[src/rtl/timer_keypad_decoder.sv]
// -----------------------------------------------------------------------------
// timer_keypad_decoder
//
// Consumer side of the keypad encoder link. Turns the encoder's digit bus and
// strobe into a 4-digit BCD mm:ss cook time and runs the countdown.
//   - IDLE / PAUSE : each strobe rising edge shifts D in from the right.
//   - RUN          : each strobe rising edge (the 1 Hz tick) decrements the time.
//   - DONE         : done held high for DONE_CYCLES clocks, then back to IDLE.
//
// Ports
//   clk        system clock, all state changes on posedge
//   clear_n    asynchronous active-low reset
//   D[3:0]     digit from the encoder (valid while pgt_1Hz is high in entry)
//   pgt_1Hz    encoder strobe: key pulse (entry) or 1 Hz tick (running)
//   start      level request to begin / resume cooking
//   stop       level request to pause, or clear when not running
//   min_tens, min_ones, sec_tens, sec_ones [3:0]  registered BCD time digits
//   running    high in RUN; drives the encoder mux select
//   done       high for DONE_CYCLES clocks when the countdown expires
//   zero       combinational: all four digits are 0
// -----------------------------------------------------------------------------
module timer_keypad_decoder #(
    parameter int DONE_CYCLES = 4
) (
    input  logic       clk,
    input  logic       clear_n,
    input  logic [3:0] D,
    input  logic       pgt_1Hz,
    input  logic       start,
    input  logic       stop,
    output logic [3:0] min_tens,
    output logic [3:0] min_ones,
    output logic [3:0] sec_tens,
    output logic [3:0] sec_ones,
    output logic       running,
    output logic       done,
    output logic       zero
);

    typedef enum logic [1:0] {
        IDLE  = 2'd0,
        RUN   = 2'd1,
        PAUSE = 2'd2,
        DONE  = 2'd3
    } state_t;

    // Counter is loaded with DONE_CYCLES-1 so that done stays high for
    // exactly DONE_CYCLES clocks including the cycle it is first set.
    localparam logic [3:0] DONE_LOAD = 4'(DONE_CYCLES - 1);

    state_t     state_reg;
    logic       pgt_d_reg;
    logic [3:0] done_cnt_reg;
    logic       done_reg;
    logic [3:0] min_tens_reg;
    logic [3:0] min_ones_reg;
    logic [3:0] sec_tens_reg;
    logic [3:0] sec_ones_reg;

    logic       strobe;
    logic       digit_valid;
    logic [3:0] dec_min_tens;
    logic [3:0] dec_min_ones;
    logic [3:0] dec_sec_tens;
    logic [3:0] dec_sec_ones;
    logic       dec_zero;

    assign strobe      = pgt_1Hz & ~pgt_d_reg;
    assign digit_valid = (D <= 4'd9);

    assign zero = (min_tens_reg == 4'd0) && (min_ones_reg == 4'd0) &&
                  (sec_tens_reg == 4'd0) && (sec_ones_reg == 4'd0);

    // One-second decrement with a borrow chain. sec_tens may legally hold
    // 6..9 after keypad entry; it simply counts down from there, and only a
    // borrow out of a zero sec_tens wraps it to 5.
    always_comb begin
        dec_min_tens = min_tens_reg;
        dec_min_ones = min_ones_reg;
        dec_sec_tens = sec_tens_reg;
        dec_sec_ones = sec_ones_reg - 4'd1;
        if (sec_ones_reg == 4'd0) begin
            dec_sec_ones = 4'd9;
            if (sec_tens_reg == 4'd0) begin
                dec_sec_tens = 4'd5;
                if (min_ones_reg == 4'd0) begin
                    dec_min_ones = 4'd9;
                    dec_min_tens = min_tens_reg - 4'd1;
                end else begin
                    dec_min_ones = min_ones_reg - 4'd1;
                end
            end else begin
                dec_sec_tens = sec_tens_reg - 4'd1;
            end
        end
    end

    assign dec_zero = (dec_min_tens == 4'd0) && (dec_min_ones == 4'd0) &&
                      (dec_sec_tens == 4'd0) && (dec_sec_ones == 4'd0);

    always_ff @(posedge clk or negedge clear_n) begin
        if (!clear_n) begin
            state_reg    <= IDLE;
            pgt_d_reg    <= 1'b0;
            done_cnt_reg <= 4'd0;
            done_reg     <= 1'b0;
            min_tens_reg <= 4'd0;
            min_ones_reg <= 4'd0;
            sec_tens_reg <= 4'd0;
            sec_ones_reg <= 4'd0;
        end else begin
            pgt_d_reg <= pgt_1Hz;
            case (state_reg)
                // Entry states: stop clears, start (if time set) runs, and a
                // strobe arriving in the same cycle as start is dropped.
                IDLE, PAUSE: begin
                    if (stop) begin
                        state_reg    <= IDLE;
                        min_tens_reg <= 4'd0;
                        min_ones_reg <= 4'd0;
                        sec_tens_reg <= 4'd0;
                        sec_ones_reg <= 4'd0;
                    end else if (start) begin
                        if (!zero) begin
                            state_reg <= RUN;
                        end
                    end else if (strobe && digit_valid) begin
                        min_tens_reg <= min_ones_reg;
                        min_ones_reg <= sec_tens_reg;
                        sec_tens_reg <= sec_ones_reg;
                        sec_ones_reg <= D;
                    end
                end
                RUN: begin
                    if (stop) begin
                        state_reg <= PAUSE;
                    end else if (strobe) begin
                        min_tens_reg <= dec_min_tens;
                        min_ones_reg <= dec_min_ones;
                        sec_tens_reg <= dec_sec_tens;
                        sec_ones_reg <= dec_sec_ones;
                        if (dec_zero) begin
                            state_reg    <= DONE;
                            done_reg     <= 1'b1;
                            done_cnt_reg <= DONE_LOAD;
                        end
                    end
                end
                DONE: begin
                    if (stop || (done_cnt_reg == 4'd0)) begin
                        state_reg    <= IDLE;
                        done_reg     <= 1'b0;
                        done_cnt_reg <= 4'd0;
                    end else begin
                        done_cnt_reg <= done_cnt_reg - 4'd1;
                    end
                end
                default: begin
                    state_reg <= IDLE;
                    done_reg  <= 1'b0;
                end
            endcase
        end
    end

    assign running  = (state_reg == RUN);
    assign done     = done_reg;
    assign min_tens = min_tens_reg;
    assign min_ones = min_ones_reg;
    assign sec_tens = sec_tens_reg;
    assign sec_ones = sec_ones_reg;

endmodule

[config.mk]
export PLATFORM = sky130hd
export DESIGN_NAME = timer_keypad_decoder
export DESIGN_NICKNAME = d
export VERILOG_FILES = /design/src/rtl/timer_keypad_decoder.sv
export SDC_FILE = /design/constraint.sdc
export NUM_CORES = 1
export LEC_CHECK = 0
export ABC_AREA = 0
export BUFFER_PORTS_ARGS = -buffer_cell sky130_fd_sc_hd__clkbuf_2
export CORE_AREA = 4 4 58 60
export CTS_BUF_LIST = sky130_fd_sc_hd__clkbuf_4
export DETAILED_ROUTE_END_ITERATION = 7
export DIE_AREA = 0 0 62 64
export GPL_TIMING_DRIVEN = 0
export PLACE_DENSITY = 0.79
export REMOVE_ABC_BUFFERS = 1
export SYNTH_ARGS = -nofsm -noshare
export SYNTH_HDL_FRONTEND = slang
export SYNTH_SLANG_ARGS = --single-unit
[constraint.sdc]
create_clock -name clk -period 2.4 [get_ports clk]
set_input_delay 0 -clock clk [delete_from_list [all_inputs] [get_ports clk]]
set_output_delay 0 -clock clk [all_outputs]
set_load 0.01 [all_outputs]
==> flow_summary.yaml, run 1 <==
run_status:
  status: "completed"
routing:
  post_drt_wl_per_cell_um: 17.32
  drt-total-wl_um: 4225
  first_iter_violations: 105
  dr.pass1.iters: 4
  num_vias: 1640
  drc: 0
  drtAntennaViolNets: 0
  avgViaCountPerCell: 6.721
floorplan:
  io_pins: 28
  start_util_pct: 53.76
  die_x_um: 62
  die_y_um: 64
  core_area_um2: 2928
  dieArea_um2: 3968
  placementRows: 20
sta:
  clock_skew_ns: 0.009691
  setup_violations: 0
  worst_slew_pin_slew_ns: 0.8605
  timing.hold.ws_ns: 0.02909
  fin_crit_sh_pct: 94.49
  drv_slew: 0
  rsz0062_at_grt: "no"
  max_freq_mhz: 441.0
  fin_crit_ns: 2.268
  hold_viol: 0
  relSlewSlack_pct: 42.63
job:
  cap_viol_max_count: 0
critical_path:
  rr_startpoint: "sec_tens[1]"
  path_max_fanout: 5
  worstSetupStartpoint: "sec_tens[1]"
  reg2reg_depth: 5
  start_kind: "flop"
  critPathRequiredTime_ns: 2.61
  r2r_slack_ns: 0.13
  cp.arrival_ns: 2.47
  crit_end: "done_cnt_reg[3]"
  crit-reg2reg-capture: "done_cnt_reg[3]"
  crit_type: "reg -> reg"
  cp-end-kind: "flop"
logic_synthesis:
  yosys.area_share.simple_pct: 22.02
  synthCells: 183
  muxShareOfSynthArea_pct: 0.6359
  synth_edf_count: 0
  yosys.area_share.adder_pct: 3.180
  ys_seq_elements: 24
  yosysWarnings: 0
  ys_types: 48
  seq_area_frac_synth_pct: 38.16
  synth_compound_area_share_pct: 30.29
  ys.flop_type: "dfrtp_1"
  synthXorXnorAreaFrac_pct: 0
  synth_area_um2: 1574
  avgSynthCellArea_um2: 8.601
  synthArstFlopShare_pct: 100.0
  synth_top_family_by_area: "compound AO/OA/AOI/OAI gates"
hold_path:
  hp-class: "in -> reg"
  hold_depth: 3
grt:
  grt_use_total_pct: 22.47
  grt_pass1_wl_um: 6996
  grt.overflow.total: 0
  grt_pass1_vias: 1537
  grt_max_degree: 25
  antenna_found_initial: 0
clocking:
  clk_latency_ns: 0.32
  clkSlewWorstSetupHoldPaths_ns: 0.14
  clockBufferDepth: 2
  numClockSinks: 24
  ctsHtreeMaxLevel: 1
  root_buffer: "clkbuf_4"
  cts_buffers: 3
  cts_tree: "built"
power:
  vdd_drop_max_v: 0.0005616
  cellPowerDensity_nw_per_um2: 919.8
  static-leakage-power_nw: 0.8220
  p_total_mw: 1.686
placement:
  dp_hpwl_um: 2953
  port_buffers: 27
  place_congestion: 0.9487
finish:
  final_cell_mix: "27 x clkbuf_2, 26 x nor2_1, 24 x dfrtp_1"
  area_delta_synth_final_pct: 16.45
  finalNetCount: 226
  final_common_cell: "clkbuf_2"
  diodes: 0
  layout-drive-gt1-share_pct: 21.80
==> repair_timing <==
item | 4_1_cts | 5_1_grt
endpoints found under the setup margin | 17 | 11
hold endpoints to repair | 28 | 0
gates resized for setup | 4 | 4
pin swaps | 0 | 1
buffers inserted | 0 | 1
hold buffers | 6 | 0
==> cells in the mapped netlist, types with 2 or more instances <==
| cell type | instances | area [um2] |
|---|---|---|
| a31oi_1 | 2 | 12.51 |
| and2b_1 | 2 | 15.01 |
| ha_1 | 4 | 50.05 |
| a22oi_1 | 4 | 30.03 |
| nor2_1 | 27 | 101.4 |
| o31a_1 | 2 | 17.52 |
| a221o_1 | 2 | 20.02 |
| o21ai_0 | 19 | 95.09 |
| o2111ai_1 | 2 | 17.52 |
| a2111oi_0 | 2 | 17.52 |
| nand4_1 | 2 | 12.51 |
| a32oi_1 | 6 | 52.55 |
| o2bb2ai_1 | 2 | 17.52 |
| dfrtp_1 | 24 | 600.6 |
| and3_1 | 2 | 12.51 |
| a311oi_1 | 2 | 17.52 |
| nor4_1 | 2 | 12.51 |
| nand2_1 | 8 | 30.03 |
| a21oi_1 | 10 | 50.05 |
| nor3_1 | 4 | 20.02 |
| nand2b_1 | 3 | 18.77 |
| or4_4 | 2 | 22.52 |
| or3_2 | 2 | 15.01 |
| a221oi_1 | 2 | 17.52 |
| clkbuf_1 | 8 | 30.03 |
| o211ai_1 | 2 | 15.01 |
| inv_1 | 12 | 45.04 |
| o22ai_1 | 4 | 25.02 |
==> worst max-delay path, stage by stage, from the launching register on <==
cell       delay (ns)
dfrtp_1          0.46
or4_4            0.59
nor4b_4          0.35
nand3_2          0.20
a2111oi_0        0.48
nor2_1           0.07
==> through the flow <==
step	setup TNS (ns)	worst slack [ns]	utilization, %	area, um2	std cells
after floorplan	0	0.1763	-	1533	174
after global placement	-0.7940	-0.1234	58.38	1709	234
after detailed placement	-1.443	-0.1561	58.38	1709	234
after CTS	0	0.03233	61.58	1803	243
after global routing	0	0.02090	62.61	1833	244
final	0	0.1322	62.61	1833	244
==> layout make-up <==
cell class | count | area [um2]
Timing Repair Buffer | 34 | 202.7
Inverter | 13 | 48.80
Fill cell | 278 | 1095
Tap cell | 33 | 41.29
Clock buffer | 3 | 22.52
Multi-Input combinational cell | 137 | 917.1
Sequential cell | 24 | 600.6
==> how the worst min path moves through the flow <==
| stage | from | slack [ns] | end |
|---|---|---|---|
| final | D[1] | 0.03 | sec_ones[1] |
| after global routing | D[3] | 0.07 | sec_ones[3] |
| after CTS | D[1] | 0.03 | sec_ones[1] |
| after detailed placement | clear_n | 0.04 | done_cnt_reg[0] |
| after global placement | clear_n | 0.03 | done_cnt_reg[0] |
| after floorplan | clear_n | -0.30 | done |
==> power breakdown <==
group	total (mW)	leakage, nW	switching [mW]	internal, mW
clock network	0.183	0.0138	0.124	0.0589
registers	0.688	0.317	0.179	0.509
logic	0.815	0.491	0.474	0.340
==> routing by layer <==
metal | wire (um) | global-route usage, % | share of wire [%]
met5 | 0 | 0 | 0
met4 | 66 | 7.958 | 1.6
met3 | 323 | 2.828 | 7.6
met2 | 2122 | 36.01 | 50
met1 | 1713 | 30.32 | 41
==> cells by family after synthesis <==
| group | Yosys count |
|---|---|
| muxes | 1 |
| buffers and inverters | 22 |
| DFF | 24 |
| adders and majority gates | 4 |
| AOI/OAI and AO/OA | 69 |
| and+or+nand+nor | 63 |
(Power assumes the default switching activity.)
==> run 2: changes to the inputs <==
- REMOVE_ABC_BUFFERS: 1 -> unset
==> run 2 against run 1 <==
Worst hold slack improved by 0.0058 ns. Combinational power is 4.3% higher. Core utilization grew 0.98 points. Clock power up 6%. Count of clock-buffer cells in the layout did not move. Worst setup slack got worse by 0.033 ns. Non-clock buffer count up 8. Global-route usage rose by 1.4 points. Critical path type unchanged. Critical endpoint is now done_cnt_reg[0]. Largest cell class unchanged. Largest power group unchanged. Highest routed layer unchanged.
==> flow_summary.yaml, run 2 (synthesis gave the netlist of run 1 again) <==
critical_path:
  cp-end-kind: "flop"
  start_kind: "flop"
  crit_type: "reg -> reg"
  path_max_fanout: 4
  critPathRequiredTime_ns: 2.64
  cp.arrival_ns: 2.54
clocking:
  cts_tree: "built"
  ctsHtreeMaxLevel: 1
  clockBufferDepth: 2
  clkSlewWorstSetupHoldPaths_ns: 0.14
  clk_latency_ns: 0.33
  numClockSinks: 24
  cts_buffers: 3
  root_buffer: "clkbuf_4"
grt:
  grt_max_degree: 25
  grt_pass1_vias: 1549
  grt.overflow.total: 0
  antenna_found_initial: 0
  grt_use_total_pct: 23.88
  grt_pass1_wl_um: 7286
power:
  vdd_drop_max_v: 0.0005496
  cellPowerDensity_nw_per_um2: 923.3
  static-leakage-power_nw: 0.8360
  p_total_mw: 1.719
sta:
  max_freq_mhz: 434.6
  fin_crit_ns: 2.301
  layout_setup_ws_ns: 0.09896
  finalSetupTns_ns: 0
  clock_skew_ns: 0.007646
  setup_violations: 0
  drv_slew: 0
  hold_viol: 0
  worst_slew_pin_slew_ns: 0.6563
  relSlewSlack_pct: 56.08
  fin_crit_sh_pct: 95.88
finish:
  final_common_cell: "nor2_1"
  diodes: 0
  area_delta_synth_final_pct: 18.28
  final_cell_mix: "27 x nor2_1, 26 x clkbuf_2, 24 x dfrtp_1"
  final_area_um2: 1862
  finalNetCount: 234
  layout-drive-gt1-share_pct: 20.00
routing:
  num_vias: 1643
  avgViaCountPerCell: 6.494
  drtAntennaViolNets: 0
  drc: 0
  drt-total-wl_um: 4385
  post_drt_wl_per_cell_um: 17.33
  dr.pass1.iters: 5
  first_iter_violations: 151
floorplan:
  placementRows: 20
  die_y_um: 64
  core_area_um2: 2928
  io_pins: 28
  dieArea_um2: 3968
  start_util_pct: 53.76
  die_x_um: 62
placement:
  port_buffers: 26
  dp_hpwl_um: 3106
  place_congestion: 0.9016
  placed_area_um2: 1745
  dp_slack_ns: 0.02304
run_status:
  status: "completed"
logic_synthesis:
  synth_nets: 196
job:
  cap_viol_max_count: 0
hold_path:
  hp-class: "in -> reg"
[run 2: repair_timing]
action,in CTS,in global routing
hold endpoints to repair,28,0
hold buffers,5,0
gates resized for setup,1,4
setup buffers,0,2
endpoints found under the setup margin,2,5
pin swaps,0,2
[run 2: area by class of cell]
class | instances | area (um2)
fill | 274 | 1066
multi-input combinational | 137 | 908.4
sequential | 24 | 600.6
timing repair buffer | 33 | 195.2
inverter | 13 | 48.80
buffer | 9 | 41.29
tap | 33 | 41.29
clock buffer | 3 | 22.52
clock inverter | 1 | 3.754
[run 2: per-stage QoR]
step / hold WS [ns] / std cells / utilization [%]
final: 0.03492 / 253 / 63.59
after global routing: 0.04714 / 253 / 63.59
after CTS: 0.03651 / 251 / 62.35
after detailed placement: 0.04338 / 242 / 59.62
after global placement: 0.02979 / 242 / 59.62
after floorplan: -0.2956 / 183 / -
[run 2: worst paths after layout]
kind / start / endpoint / slack, ns / cells past startpoint
min in group asynchronous: clear_n / done_cnt_reg[0] / 0.19 / 2
min: D[1] / sec_ones[1] / 0.03 / 3
max: min_ones[0] / done_cnt_reg[0] / 0.1 / 5
min reg2reg: done / done / 0.54 / 2
max reg2reg: min_ones[0] / done_cnt_reg[0] / 0.1 / 5
max in group asynchronous: clear_n / min_ones[2] / 1.80 / 2
[run 2: report_power, final]
group | switching [mW] | total, mW | internal [mW]
registers | 0.166 | 0.675 | 0.509
logic | 0.494 | 0.850 | 0.356
clock network | 0.133 | 0.194 | 0.0612
[run 2: worst max-delay path, cell delays in order, from the launching register on]
cell	delay, ns
dfrtp_1	0.46
or4_4	0.61
nor4_4	0.32
mux2i_2	0.37
a211oi_2	0.11
a221o_1	0.34
[run 2: per-layer routing]
layer  share of wire (%)  wire [um]  up-vias  GRT usage, %
met3                 7.2        317        8         4.646
met1                  41       1781      776         31.94
met5                   0          0        -             0
met4                 1.6         72        0         9.019
met2                  50       2214       90         37.18
li1                    -          -      769             -
==> run 3: changes to the inputs <==
- RECOVER_POWER: unset -> 50
==> run 3 against run 2 <==
Sequential share of layout area increased by 0.22 points. Clock power about the same. Global-route usage unchanged. Flip-flop and latch count unchanged. Register-to-register slack about the same. Combinational power decreased by 1%. Non-clock buffer count unchanged. Total power decreased by 0.64%. Critical path type unchanged. Largest cell class unchanged.
==> flow_summary.yaml, run 3 (synthesis gave the netlist of run 1 again) <==
sta:
  hold_viol: 0
  max_freq_mhz: 433.1
  finalSetupTns_ns: 0
  worst_slew_pin_slew_ns: 1.323
  setup_violations: 0
  relSlewSlack_pct: 11.81
  layout_setup_ws_ns: 0.09096
  fin_crit_sh_pct: 96.21
  timing.hold.ws_ns: 0.04064
  fin_crit_ns: 2.309
  clock_skew_ns: 0.001907
  drv_slew: 0
floorplan:
  io_pins: 28
  die_y_um: 64
  placementRows: 20
  core_area_um2: 2928
  start_util_pct: 53.76
  dieArea_um2: 3968
  die_x_um: 62
grt:
  antenna_found_initial: 0
  grt_max_degree: 25
  grt_pass1_vias: 1549
  grt.overflow.total: 0
  grt_pass1_wl_um: 7286
  grt_use_total_pct: 23.88
placement:
  dp_slack_ns: 0.02304
  port_buffers: 26
  dp_hpwl_um: 3106
  place_congestion: 0.9016
clocking:
  clkSlewWorstSetupHoldPaths_ns: 0.14
  numClockSinks: 24
  clockBufferDepth: 2
  ctsHtreeMaxLevel: 1
  cts_buffers: 3
  cts_tree: "built"
  clk_latency_ns: 0.33
  root_buffer: "clkbuf_4"
run_status:
  status: "completed"
routing:
  drtAntennaViolNets: 0
  drc: 0
  post_drt_wl_per_cell_um: 17.34
  dr.pass1.iters: 4
  first_iter_violations: 169
  num_vias: 1659
  avgViaCountPerCell: 6.557
  drt-total-wl_um: 4386
critical_path:
  cp_top_family: "simple AND/OR/NAND/NOR gates"
  rr_startpoint: "min_ones[1]"
  critPathMaxStageDelay_ns: 0.54
  path_max_fanout: 6
  cp_num_cells: 5
  start_kind: "flop"
  crit_buf_inv: 0
  slowest_stage: "or3_2"
  path_cells: "or3_2 -> nor4_4 -> mux2i_2 -> a211oi_2 -> a221o_1"
  reg2reg_depth: 5
  crit-reg2reg-capture: "done_cnt_reg[0]"
  r2r_slack_ns: 0.09
  critPathRequiredTime_ns: 2.63
  cp-end-kind: "flop"
  cp.arrival_ns: 2.54
  crit_type: "reg -> reg"
power:
  vdd_drop_max_v: 0.0005465
  cellPowerDensity_nw_per_um2: 923.6
  p_total_mw: 1.708
  static-leakage-power_nw: 0.8035
job:
  cap_viol_max_count: 0
finish:
  finalNetCount: 234
  final_cell_mix: "27 x nor2_1, 24 x dfrtp_1, 19 x o21ai_0"
  layout-drive-gt1-share_pct: 15.45
  final_common_cell: "nor2_1"
  area_delta_synth_final_pct: 17.49
  diodes: 0
  final_util_pct: 63.16
hold_path:
  hp-class: "in -> reg"
  hp-start: "D[1]"
  min_to: "sec_ones[1]"
  hold_depth: 3
logic_synthesis:
  synth_nets: 196
-- run 3: cell counts in the layout (fill, tap and decap cells not counted) --
Identical to the previous run, type by type.
-- run 3: through the flow --
stage,area (um2),instances
after floorplan,1574,183
after global placement,1745,242
after detailed placement,1745,242
after CTS,1826,251
after global routing,1849,253
final,1849,253
-- run 3: worst max path at each step --
stage / start / endpoint
3_3_place_gp: sec_ones[1] / done_cnt_reg[0]
4_1_cts: sec_ones[3] / done_cnt_reg[0]
6_report: min_ones[1] / done_cnt_reg[0]
2_1_floorplan: sec_ones[1] / done_cnt_reg[0]
5_1_grt: sec_tens[1] / done_cnt_reg[2]
3_5_place_dp: sec_ones[1] / done_cnt_reg[0]
-- run 3: layer usage --
layer / vias up / part of all wire [%] / global-route usage (%) / wire length (um)
li1: 771 / - / - / -
met1: 791 / 41 / 31.94 / 1800
met2: 84 / 50 / 37.18 / 2192
met3: 13 / 6.6 / 4.646 / 290
met4: 0 / 2.3 / 9.019 / 102
met5: - / 0 / 0 / 0
-- run 3: timing repair --
item                                    in CTS  in global routing
gates resized for setup                      1                  4
pin swaps                                    0                  2
hold buffers                                 5                  0
gates cloned                                 0                  0
endpoints found under the setup margin       2                  5
buffers inserted                             0                  2
endpoints found under the hold margin       28                  0
-- run 3: cell type report --
type,instances,area [um2]
fill,277,1079
multi-input combinational,137,908.4
sequential,24,600.6
timing repair buffer,33,182.7
inverter,13,48.80
buffer,9,41.29
tap,33,41.29
clock buffer,3,22.52
clock inverter,1,3.754
-- run 3: report_power, final --
group          switching, mW  internal, mW  leakage [nW]  total [mW]
registers              0.164         0.509         0.317       0.674
clock network          0.132        0.0612        0.0154       0.194
logic                  0.494         0.347         0.471       0.841
total                  0.791         0.917         0.804        1.71
-- run 3: worst register-to-register path, stage by stage, from the launching register on --
cell and delay (ns):
dfrtp_1 0.50, or3_2 0.54, nor4_4 0.36, mux2i_2 0.37
a211oi_2 0.11, a221o_1 0.34
